**src/rtl/branch_unit.sv**
```systemverilog
// Branch resolution stage: resolves taken/target for COND/JAL/JALR, registers the
// result into a single output slot, and flags mispredicts with a one-cycle fetch
// redirect followed by a one-cycle flush of the wrong-path instruction.
module branch_unit #(
    parameter int unsigned COUNTER_WIDTH = 32
) (
    input  logic                     clk_i,
    input  logic                     reset_ni,
    // upstream handshake and operands
    input  logic                     in_valid_i,
    output logic                     in_ready_o,
    input  logic [31:0]              pc_i,
    input  logic [31:0]              imm_i,
    input  logic [31:0]              rs1_i,
    input  logic [1:0]               br_kind_i,
    input  logic                     cmp_res_i,
    input  logic                     pred_taken_i,
    input  logic [31:0]              pred_target_i,
    // downstream handshake and result slot
    output logic                     out_valid_o,
    input  logic                     out_ready_i,
    output logic [31:0]              out_pc_o,
    output logic [31:0]              out_link_o,
    output logic                     out_taken_o,
    output logic                     misaligned_o,
    // fetch redirect
    output logic                     redirect_o,
    output logic [31:0]              redirect_pc_o,
    // statistics
    output logic [COUNTER_WIDTH-1:0] branch_count_o,
    output logic [COUNTER_WIDTH-1:0] mispredict_count_o
);

    localparam logic [1:0] KindNone = 2'd0;
    localparam logic [1:0] KindCond = 2'd1;
    localparam logic [1:0] KindJal  = 2'd2;
    localparam logic [1:0] KindJalr = 2'd3;

    typedef enum logic [0:0] {StRun, StFlush} state_e;

    state_e state_q, state_d;

    logic                     out_valid_q, out_valid_d;
    logic [31:0]              out_pc_q, out_pc_d;
    logic [31:0]              out_link_q, out_link_d;
    logic                     out_taken_q, out_taken_d;
    logic                     misaligned_q, misaligned_d;
    logic                     redirect_q, redirect_d;
    logic [31:0]              redirect_pc_q, redirect_pc_d;
    logic [COUNTER_WIDTH-1:0] branch_cnt_q, branch_cnt_d;
    logic [COUNTER_WIDTH-1:0] mispred_cnt_q, mispred_cnt_d;

    logic        taken;
    logic [31:0] target;
    logic [31:0] pc_plus4;
    logic [31:0] actual_next;
    logic [31:0] pred_next;
    logic        mispredict;
    logic        misaligned;
    logic        accept;
    logic        redirect_hit;

    // Resolve the presented instruction: direction, target and prediction check
    always_comb begin
        taken    = 1'b0;
        target   = 32'h0;
        pc_plus4 = pc_i + 32'd4;
        unique case (br_kind_i)
            KindCond: begin
                taken  = cmp_res_i;
                target = pc_i + imm_i;
            end
            KindJal: begin
                taken  = 1'b1;
                target = pc_i + imm_i;
            end
            KindJalr: begin
                taken  = 1'b1;
                target = (rs1_i + imm_i) & 32'hFFFF_FFFE;
            end
            default: begin
                taken  = 1'b0;
                target = 32'h0;
            end
        endcase
        actual_next  = taken ? target : pc_plus4;
        pred_next    = pred_taken_i ? pred_target_i : pc_plus4;
        mispredict   = (actual_next != pred_next);
        misaligned   = taken && (target[1:0] != 2'b00);
        // A misaligned target traps downstream instead of redirecting fetch
        redirect_hit = mispredict && !misaligned;
    end

    // FSM output: during flush the wrong-path instruction is swallowed, so always ready
    always_comb begin
        in_ready_o = 1'b1;
        accept     = 1'b0;
        unique case (state_q)
            StRun: begin
                in_ready_o = !out_valid_q || out_ready_i;
                accept     = in_valid_i && in_ready_o;
            end
            StFlush: begin
                in_ready_o = 1'b1;
                accept     = 1'b0;
            end
            default: begin
                in_ready_o = 1'b1;
                accept     = 1'b0;
            end
        endcase
    end

    // FSM next state: one flush cycle after every redirecting capture
    always_comb begin
        state_d = state_q;
        unique case (state_q)
            StRun:   if (accept && redirect_hit) state_d = StFlush;
            StFlush: state_d = StRun;
            default: state_d = StRun;
        endcase
    end

    // Output slot, redirect and counter next-state
    always_comb begin
        out_valid_d   = out_valid_q;
        out_pc_d      = out_pc_q;
        out_link_d    = out_link_q;
        out_taken_d   = out_taken_q;
        misaligned_d  = misaligned_q;
        redirect_d    = 1'b0;
        redirect_pc_d = redirect_pc_q;
        branch_cnt_d  = branch_cnt_q;
        mispred_cnt_d = mispred_cnt_q;

        if (accept) begin
            out_valid_d  = 1'b1;
            out_pc_d     = pc_i;
            out_link_d   = pc_plus4;
            out_taken_d  = taken;
            misaligned_d = misaligned;
            if (br_kind_i != KindNone) begin
                branch_cnt_d = branch_cnt_q + COUNTER_WIDTH'(1);
            end
            if (redirect_hit) begin
                redirect_d    = 1'b1;
                redirect_pc_d = actual_next;
                mispred_cnt_d = mispred_cnt_q + COUNTER_WIDTH'(1);
            end
        end else if (out_ready_i) begin
            out_valid_d = 1'b0;
        end
    end

    // State and datapath registers with asynchronous clear
    always_ff @(posedge clk_i or negedge reset_ni) begin
        if (!reset_ni) begin
            state_q       <= StRun;
            out_valid_q   <= 1'b0;
            out_pc_q      <= 32'h0;
            out_link_q    <= 32'h0;
            out_taken_q   <= 1'b0;
            misaligned_q  <= 1'b0;
            redirect_q    <= 1'b0;
            redirect_pc_q <= 32'h0;
            branch_cnt_q  <= '0;
            mispred_cnt_q <= '0;
        end else begin
            state_q       <= state_d;
            out_valid_q   <= out_valid_d;
            out_pc_q      <= out_pc_d;
            out_link_q    <= out_link_d;
            out_taken_q   <= out_taken_d;
            misaligned_q  <= misaligned_d;
            redirect_q    <= redirect_d;
            redirect_pc_q <= redirect_pc_d;
            branch_cnt_q  <= branch_cnt_d;
            mispred_cnt_q <= mispred_cnt_d;
        end
    end

    assign out_valid_o        = out_valid_q;
    assign out_pc_o           = out_pc_q;
    assign out_link_o         = out_link_q;
    assign out_taken_o        = out_taken_q;
    assign misaligned_o       = misaligned_q;
    assign redirect_o         = redirect_q;
    assign redirect_pc_o      = redirect_pc_q;
    assign branch_count_o     = branch_cnt_q;
    assign mispredict_count_o = mispred_cnt_q;

endmodule

```
**config.mk**
```make
export PLATFORM = sky130hd
export DESIGN_NAME = branch_unit
export DESIGN_NICKNAME = d
export VERILOG_FILES = /design/src/rtl/branch_unit.sv
export SDC_FILE = /design/constraint.sdc
export NUM_CORES = 1
export LEC_CHECK = 0
export BUFFER_PORTS_ARGS = -buffer_cell sky130_fd_sc_hd__buf_2
export CORE_MARGIN = 1.5
export CORE_UTILIZATION = 49
export CTS_CLUSTER_DIAMETER = 100
export DETAILED_ROUTE_END_ITERATION = 16
export GPL_ROUTABILITY_DRIVEN = 0
export GPL_TIMING_DRIVEN = 0
export PLACE_DENSITY = 0.74
export SETUP_SLACK_MARGIN = 0.5
export SYNTH_ARGS = -nofsm -noshare
export SYNTH_HDL_FRONTEND = slang
export SYNTH_SLANG_ARGS = --single-unit
```
**constraint.sdc**
```tcl
create_clock -name clk_i -period 5.2 [get_ports clk_i]
set_clock_uncertainty 0.1 [all_clocks]
set_input_delay 0.78 -clock clk_i [delete_from_list [all_inputs] [get_ports clk_i]]
set_output_delay 0.78 -clock clk_i [all_outputs]
set_load 0.01 [all_outputs]
```
=== Yosys cells after proc, flatten, opt, wreduce, memory -nomap -nowiden ===
Index checks and enable logic that the tools add are counted.

* $add $sub $neg: 5
* Muxes and demuxes: 12
* Bitwise gates (word level): 1
* Reductions and logical operators: 14
* Equal/unequal tests: 4

{| class="wikitable"
|+ Operators by type and width
! operator !! count
|-
| $add A32 B1 Y32 const B || 2
|-
| $add A32 B32 Y32 || 2
|-
| $mux W32 || 2
|-
| $pmux W32 S2 || 1
|-
| $add A32 B3 Y32 const B || 1
|-
| $ne A32 B32 Y1 || 1
|-
| $pmux W1 S2 || 4
|-
| $reduce_bool A2 Y1 || 3
|-
| $mux W1 || 5
|-
| $eq A2 B2 Y1 const B || 2
|-
| $logic_and A1 B1 Y1 || 4
|-
| $reduce_and A2 Y1 || 2
|-
| $reduce_or A2 Y1 || 2
|-
| $eq A2 B1 Y1 const B || 1
|-
| $logic_not A1 Y1 || 2
|-
| $logic_or A1 B1 Y1 || 1
|-
| $not A1 Y1 || 1
|}

* Logic and storage cells: 46
* Register bits: 165
* Input port bits: 136
* Output and inout port bits: 165

=== Depth between registers and ports, before layout ===
Gate-level depths: netlist of run 1.

* Depth in word-level cells: 10
* Depth in mapped cells: 19
* Mapped depth without buffers: 17

=== Worst setup path before layout of run 1 ===
No wires, ideal clock.

* Path type: input port to flip-flop
* Start point: in pc_i[0]
* End point: reg redirect_pc_q[11] (netlist: redirect_pc_o[11])
* Arrival: 4478 ps
* Buffers on the path: 1
* Setup slack: 497 ps
* Stages on the path: 16
* Library setup time: 125 ps
* Required time: 4975 ps
* Cells stage by stage: ha_1 -> fa_1 -> a211oi_2 -> o31ai_2 -> a21boi_1 -> o21bai_1 -> a221o_1 -> or4_1 -> a31oi_1 -> a2111oi_0 -> and4_4 -> o22ai_4 -> nand2_8 -> inv_4 -> buf_6 -> mux2_4

* Word-level cells in the longest chain between the ends: 7
* Elaborated cells between the ends (all ways): 11
* Those cells by class: add/sub: 2; eq/ne: 1; mux: 3; reduce/logical: 5

{| class="wikitable"
|+ Ends and longest elaborated chain
! what !! line !! source
|-
| start, declared || 12 || <nowiki>input logic [31:0] pc_i,</nowiki>
|-
| branches (longest 7 deep; another with $add A32 B32 Y32) || n/a ||
|-
| end signal, assigned || 176 || <nowiki>redirect_pc_q <= redirect_pc_d;</nowiki>
|-
| end, declared || 49 || <nowiki>logic [31:0] redirect_pc_q, redirect_pc_d;</nowiki>
|}

Several ways; the timed one is not identified.
A chain may end at the register's enable or synchronous reset.

=== Final worst setup path of run 1 ===
* Start point: in pc_i[0]
* End point: reg redirect_pc_q[24] (netlist: redirect_pc_o[24])

The elaborated chain is that of the path after synthesis.

==> flow_summary.toml, run 1 <==
[yosys]
synthArstFlopShare_pct = 100.0
syn-cell-area_um2 = 13020
syn_inst = 1467
synthTopCellsByCount = "163 x dfrtp_1, 160 x nand2_1, 114 x xnor2_1"
syn_nets = 1673
synth-edff-count = 0
postSynthAreaPerCell_um2 = 8.873
synth_top_area_cell = "dfrtp_1"
seq_area_frac_synth_pct = 31.34
ys_warn_count = 0
ys_seq_elements = 163
ys_types = 90
synthTopCellsByArea = "dfrtp_1 31%, xnor2_1 7.7%, ha_1 6.5%"
synthFlopType = "dfrtp_1"
synth_most_common_cell = "dfrtp_1"
yosys.area.top_type_share_pct = 31.34

[cts]
cts_tree = "yes"
cts_sinks = 163
clk_latency_ns = 0.43
postCtsHoldBufs = 0
ctsRootBufferMaster = "clkbuf_16"
ctsHtreeMaxLevel = 4
clk_pin_slew_ns = 0.07
cts.path.max_buffers = 2
numCtsBuffers = 17

[floorplanning]
die_y_um = 166.0
ioPinCount = 301
initial_utilization_pct = 49.95
fp.dieW_um = 166.0
fp-row-count = 59
die_area_um2 = 27550
placeableCoreArea_um2 = 26060

[drt]
wl_um = 45370
drc = 0
via_per_inst = 6.161
route.detailed.wl_per_inst_um = 20.97
num_vias = 13330
firstDrtPassIters = 6
ant_nets = 0
drtIter0Drc = 1613

[critical_path]
reg2reg_from = "out_valid_o"
critPathLaunchType = "input pin"
cpMaxStageDelayCell = "fa_2"
crit_start = "pc_i[0]"
path_delay_family = "compound AO/OA/AOI/OAI gates"
crit_chain = "buf_2, ha_2, fa_2, a211oi_4, o31ai_4, buf_4, a211oi_4, o21ai_4, xor2_1, a211oi_2, buf_4, xor2_1, o31a_1, a2111oi_2, and4_4, o22ai_4, nand2_8, inv_8, buf_8, mux2_4"
cp_data_arrival_time_ns = 4.90
path_class = "input pin to flop"
ff2ff_setup_slack_ns = 1.97
worstPathRequired_ns = 5.41
critPathMaxStageDelay_ns = 0.40
worst-path-buf-inv = 5
critPathCaptureType = "flop"
crit_fanout = 10

[global_route]
grt_pass1_wl_um = 68760
track_usage_pct = 31.95
grt_max_degree = 114
grt_overflow = 0
grt_pass1_vias = 12280
antenna_found_initial = 7

[hold_path]
hp-class = "input pin to async pin"

[run_status]
status = "finished clean"

[sta]
relSlewSlack_pct = 45.91
setup_viol = 0
fin_crit_sh_pct = 90.18
maxSlewViolCount = 0
worstMarginPinSlew_ns = 0.8051
hold_violations = 0
holdWs_ns = 0.1614
rsz0062_at_grt = "yes"
period_needed_ns = 4.690
fmax_mhz = 213.2

[placement]
port_buffers = 299
hpwl_um = 36030
dp_cells = 2102

[pwr]
fin_total_pwr_uw = 5242
irDropWorstVdd_mv = 0.3061
p_per_area_nw_per_um2 = 323.8
leakagePower_uw = 0.007414

[finish]
drive_gt1_share_pct = 28.78
syn_to_final_growth_pct = 24.38
instances_no_fill = 2163
fill_cells = 2240
final_nets = 2014
utilization_pct = 62.13

[flow_run]
maxCapViolations = 0
==> per-layer routing <==
metal | part of all wire [%] | global-route usage [%]
met1 | 40 | 42.12
met5 | 0 | 0
met4 | 3.8 | 12.38
met2 | 46 | 52.30
met3 | 11 | 5.529
==> state kept, by name (all words and copies together) (netlist names) <==
signal	count
branch_count_o	32
misaligned_o	1
mispredict_count_o	32
out_link_o	30
out_pc_o	32
out_taken_o	1
out_valid_o	1
redirect_o	1
redirect_pc_o	32
state_q	1
==> area by class of cell <==
| type | count | area (um^2) | area share (%) |
|---|---|---|---|
| diodes | 7 | 17.52 | 0.1082 |
| plain buffers | 67 | 341.6 | 2.110 |
| clock buffers | 19 | 452.9 | 2.798 |
| clock inverters | 13 | 171.4 | 1.059 |
| inverters | 37 | 146.4 | 0.9042 |
| multi-input cells | 1200 | 8862 | 54.74 |
| flip-flops and latches | 163 | 4079 | 25.20 |
| well taps | 335 | 419.2 | 2.589 |
| repair buffers | 322 | 1699 | 10.50 |
==> timing repair <==
item,CTS,global route
endpoints found under the setup margin,66,65
pin swaps,7,19
gates resized for setup,39,63
setup buffers,6,16
==> report_power, final <==
group	leakage [uW]	total [uW]	switching (uW)	internal (uW)
combinational	0.00504	2140	1220	916
clock	0.000306	1340	546	790
sequential	0.00206	1770	204	1560
==> worst register-to-register path: cells and delay by family, from the launching register on <==
kind,cells,cell delay [ns]
DFF,1,0.37
and+or+nand+nor,11,2.49
xor gates and xnor gates,1,0.14
==> worst paths after layout <==
kind	endpoint	cells past startpoint
setup / recovery	redirect_pc_o[24]	20
hold / removal	branch_count_o[11]	1
setup reg to reg	branch_count_o[30]	12
hold reg to reg	branch_count_o[31]	1
max in group asynchronous	out_link_o[6]	2
min in group clk_i	branch_count_o[31]	1
==> per-stage QoR <==
step | cell area, um^2 | TNS (ns) | setup slack (ns)
6_report | 16190 | 0 | 0.5104
5_1_grt | 16190 | 0 | 0.4201
4_1_cts | 15810 | 0 | 0.4995
3_5_place_dp | 14970 | -45.61 | -0.8275
3_3_place_gp | 14940 | -49.31 | -0.8829
2_1_floorplan | 13020 | 0 | 0.5561
==> layout by cell type, fill, tap and decap left out, drive strengths merged, types with 41 or more instances in the layout <==
| master | count |
|---|---|
| xnor2 | 114 |
| mux2 | 63 |
| inv | 41 |
| ha | 68 |
| dfrtp | 163 |
| nand3 | 50 |
| clkbuf | 69 |
| a21oi | 92 |
| nand4 | 44 |
| xor2 | 57 |
| nand2 | 161 |
| nor2 | 84 |
| buf | 339 |
| o21ai | 99 |
==> cell families (layout without fill, tap and decap cells) <==
| group | after synthesis | after routing | synth area share [%] |
|---|---|---|---|
| compound gates | 370 | 370 | 18.59 |
| xor+xnor | 175 | 175 | 12.21 |
| flops | 163 | 163 | 31.34 |
| mux | 86 | 86 | 7.882 |
| buf+inv | 104 | 458 | 3.384 |
| fa+ha+maj | 70 | 70 | 6.844 |
| other cells | 0 | 7 | 0 |
| simple gates | 499 | 499 | 19.75 |
Note: power is estimated with default switching activity, not from simulation.
==> run 2: changes to the inputs <==
--- a/config.mk
+++ b/config.mk
@@ -6,7 +6,7 @@
 export NUM_CORES = 1
 export LEC_CHECK = 0
 export BUFFER_PORTS_ARGS = -buffer_cell sky130_fd_sc_hd__buf_2
-export CORE_MARGIN = 1.5
+export CORE_MARGIN = 2
 export CORE_UTILIZATION = 49
 export CTS_CLUSTER_DIAMETER = 100
 export DETAILED_ROUTE_END_ITERATION = 16
==> flow_summary.toml, run 2 (synthesized netlist as in run 1, its figures left out) <==
[run_status]
status = "finished clean"

[pwr]
seqPwrFrac_pct = 33.9
sw_frac_of_total_pct = 39.72
switching_power_uw = 2062
fin_total_pwr_uw = 5192
leakagePower_uw = 0.007347
irDropWorstVdd_mv = 0.2111
combPwrFrac_pct = 41.0
intPower_uw = 3130
clockPowerShare_pct = 25.1
p_per_area_nw_per_um2 = 323.7

[floorplanning]
die_area_um2 = 27880
placeableCoreArea_um2 = 26060
ioPinCount = 301
die_y_um = 167.0
initial_utilization_pct = 49.95
fp.dieW_um = 167.0
fp-row-count = 59

[finish]
syn_to_final_growth_pct = 23.23
final_common_cell = "buf_2"
final_nets = 2008
fill_cells = 2288
instances_no_fill = 2158
utilization_pct = 61.55
drive_gt1_share_pct = 27.93
mostFrequentLayoutCells = "303 x buf_2, 163 x dfrtp_1, 160 x nand2_1"

[cts]
clk_pin_slew_ns = 0.07
cts.path.max_buffers = 2
numCtsBuffers = 17
cts_sinks = 163
ctsHtreeMaxLevel = 4
cts_tree = "yes"
clk_latency_ns = 0.45
ctsRootBufferMaster = "clkbuf_16"

[critical_path]
cp_data_arrival_time_ns = 4.91
crit_chain = "buf_2, buf_2, nand4_2, or4_1, buf_2, or3_4, xnor2_2, o32a_2, nand4bb_1, a211oi_1, o2111ai_1, nor4_2, and4_4, o22ai_4, nand2_8, inv_8, buf_8, mux2_4"
r2r_cells = 12
worstPathRequired_ns = 5.42
path_class = "input pin to flop"
path_common_cell = "buf_2"
critPathCaptureType = "flop"
critPathMaxStageDelay_ns = 0.53
critPathLaunchType = "input pin"
crit_fanout = 10
cpMaxStageDelayCell = "or4_1"

[sta]
period_needed_ns = 4.693
fin_crit_sh_pct = 90.25
rsz0062_at_grt = "yes"
fin_ws_ns = 0.5068
maxSlewViolCount = 0
setup_viol = 0
relSlewSlack_pct = 47.16
fmax_mhz = 213.1
hold_violations = 0
worstMarginPinSlew_ns = 0.7865

[global_route]
grt_pass1_wl_um = 68570
antenna_found_initial = 8
grt_max_degree = 97
track_usage_pct = 31.37
grt_overflow = 0
grt_pass1_vias = 12500

[drt]
wl_um = 45950
route.detailed.wl_per_inst_um = 21.29
firstDrtPassIters = 6
num_vias = 13210
ant_nets = 0
drc = 0
drtIter0Drc = 1415
via_per_inst = 6.123

[flow_run]
maxCapViolations = 0

[placement]
dp_cells = 2102
port_buffers = 299
hpwl_um = 36650
place_ws_ns = -0.9690

[hold_path]
hp-class = "input pin to async pin"
==> run 2: worst paths after layout <==
kind	start	end	slack, ns
min in group clk_i	branch_count_o[31]	branch_count_o[31]	0.37
min reg2reg	branch_count_o[31]	branch_count_o[31]	0.37
max reg2reg	out_valid_o	branch_count_o[30]	1.81
min	reset_ni	branch_count_o[12]	0.16
max	pc_i[6]	redirect_pc_o[6]	0.51
max in group asynchronous	reset_ni	out_link_o[6]	3.94
==> run 2: worst max-delay path, delay by kind of cell <==
| family | cells | cell delay (ns) |
|---|---|---|
| AND/OR/NAND/NOR | 7 | 1.97 |
| AO/OA/AOI/OAI | 4 | 0.83 |
| buffers and inverters | 5 | 0.72 |
| multiplexers | 1 | 0.30 |
| XOR/XNOR | 1 | 0.29 |
==> run 2: layer usage <==
layer / up-vias / track usage [%] / part of all wire [%] / routed length, um
li1: 6069 / - / - / -
met1: 6256 / 41.51 / 40 / 18480
met2: 750 / 50.51 / 46 / 21020
met3: 138 / 4.824 / 9.7 / 4466
met4: 0 / 14.81 / 4.3 / 1984
met5: - / 0 / 0 / 0
==> run 2: cell type report <==
class | instances | area (um^2) | area share, %
antenna | 8 | 20.02 | 0.1248
buffer | 67 | 334.1 | 2.083
clock buffer | 18 | 439.2 | 2.738
clock inverter | 14 | 153.9 | 0.9594
inverter | 37 | 146.4 | 0.9126
multi-input combinational | 1200 | 8795 | 54.83
sequential | 163 | 4079 | 25.43
tap | 335 | 419.2 | 2.613
timing repair buffer | 316 | 1654 | 10.31
==> run 2: metrics by stage <==
step / setup TNS, ns / hold WS [ns] / instance area [um^2]
final: 0 / 0.1612 / 16040
after global routing: 0 / 0.2205 / 16040
after CTS: 0 / 0.1989 / 15740
after detailed placement: -54.59 / 0.3644 / 14970
after global placement: -52.72 / 0.3536 / 14940
after floorplan: 0 / 0.3406 / 13020
==> run 2: repair_timing <==
action | in CTS | in global routing
buffers inserted | 4 | 12
pin swaps | 8 | 13
setup endpoints to repair | 66 | 65
gates resized for setup | 32 | 57
hold buffers | 0 | 0
==> run 2: power groups by stage <==
stage	clock [uW]	combinational (uW)	sequential [uW]
2_1_floorplan	0	1060	1900
3_3_place_gp	0	1950	1770
3_5_place_dp	0	1990	1790
4_1_cts	1310	2040	1760
5_1_grt	1350	2270	1800
6_report	1300	2130	1760
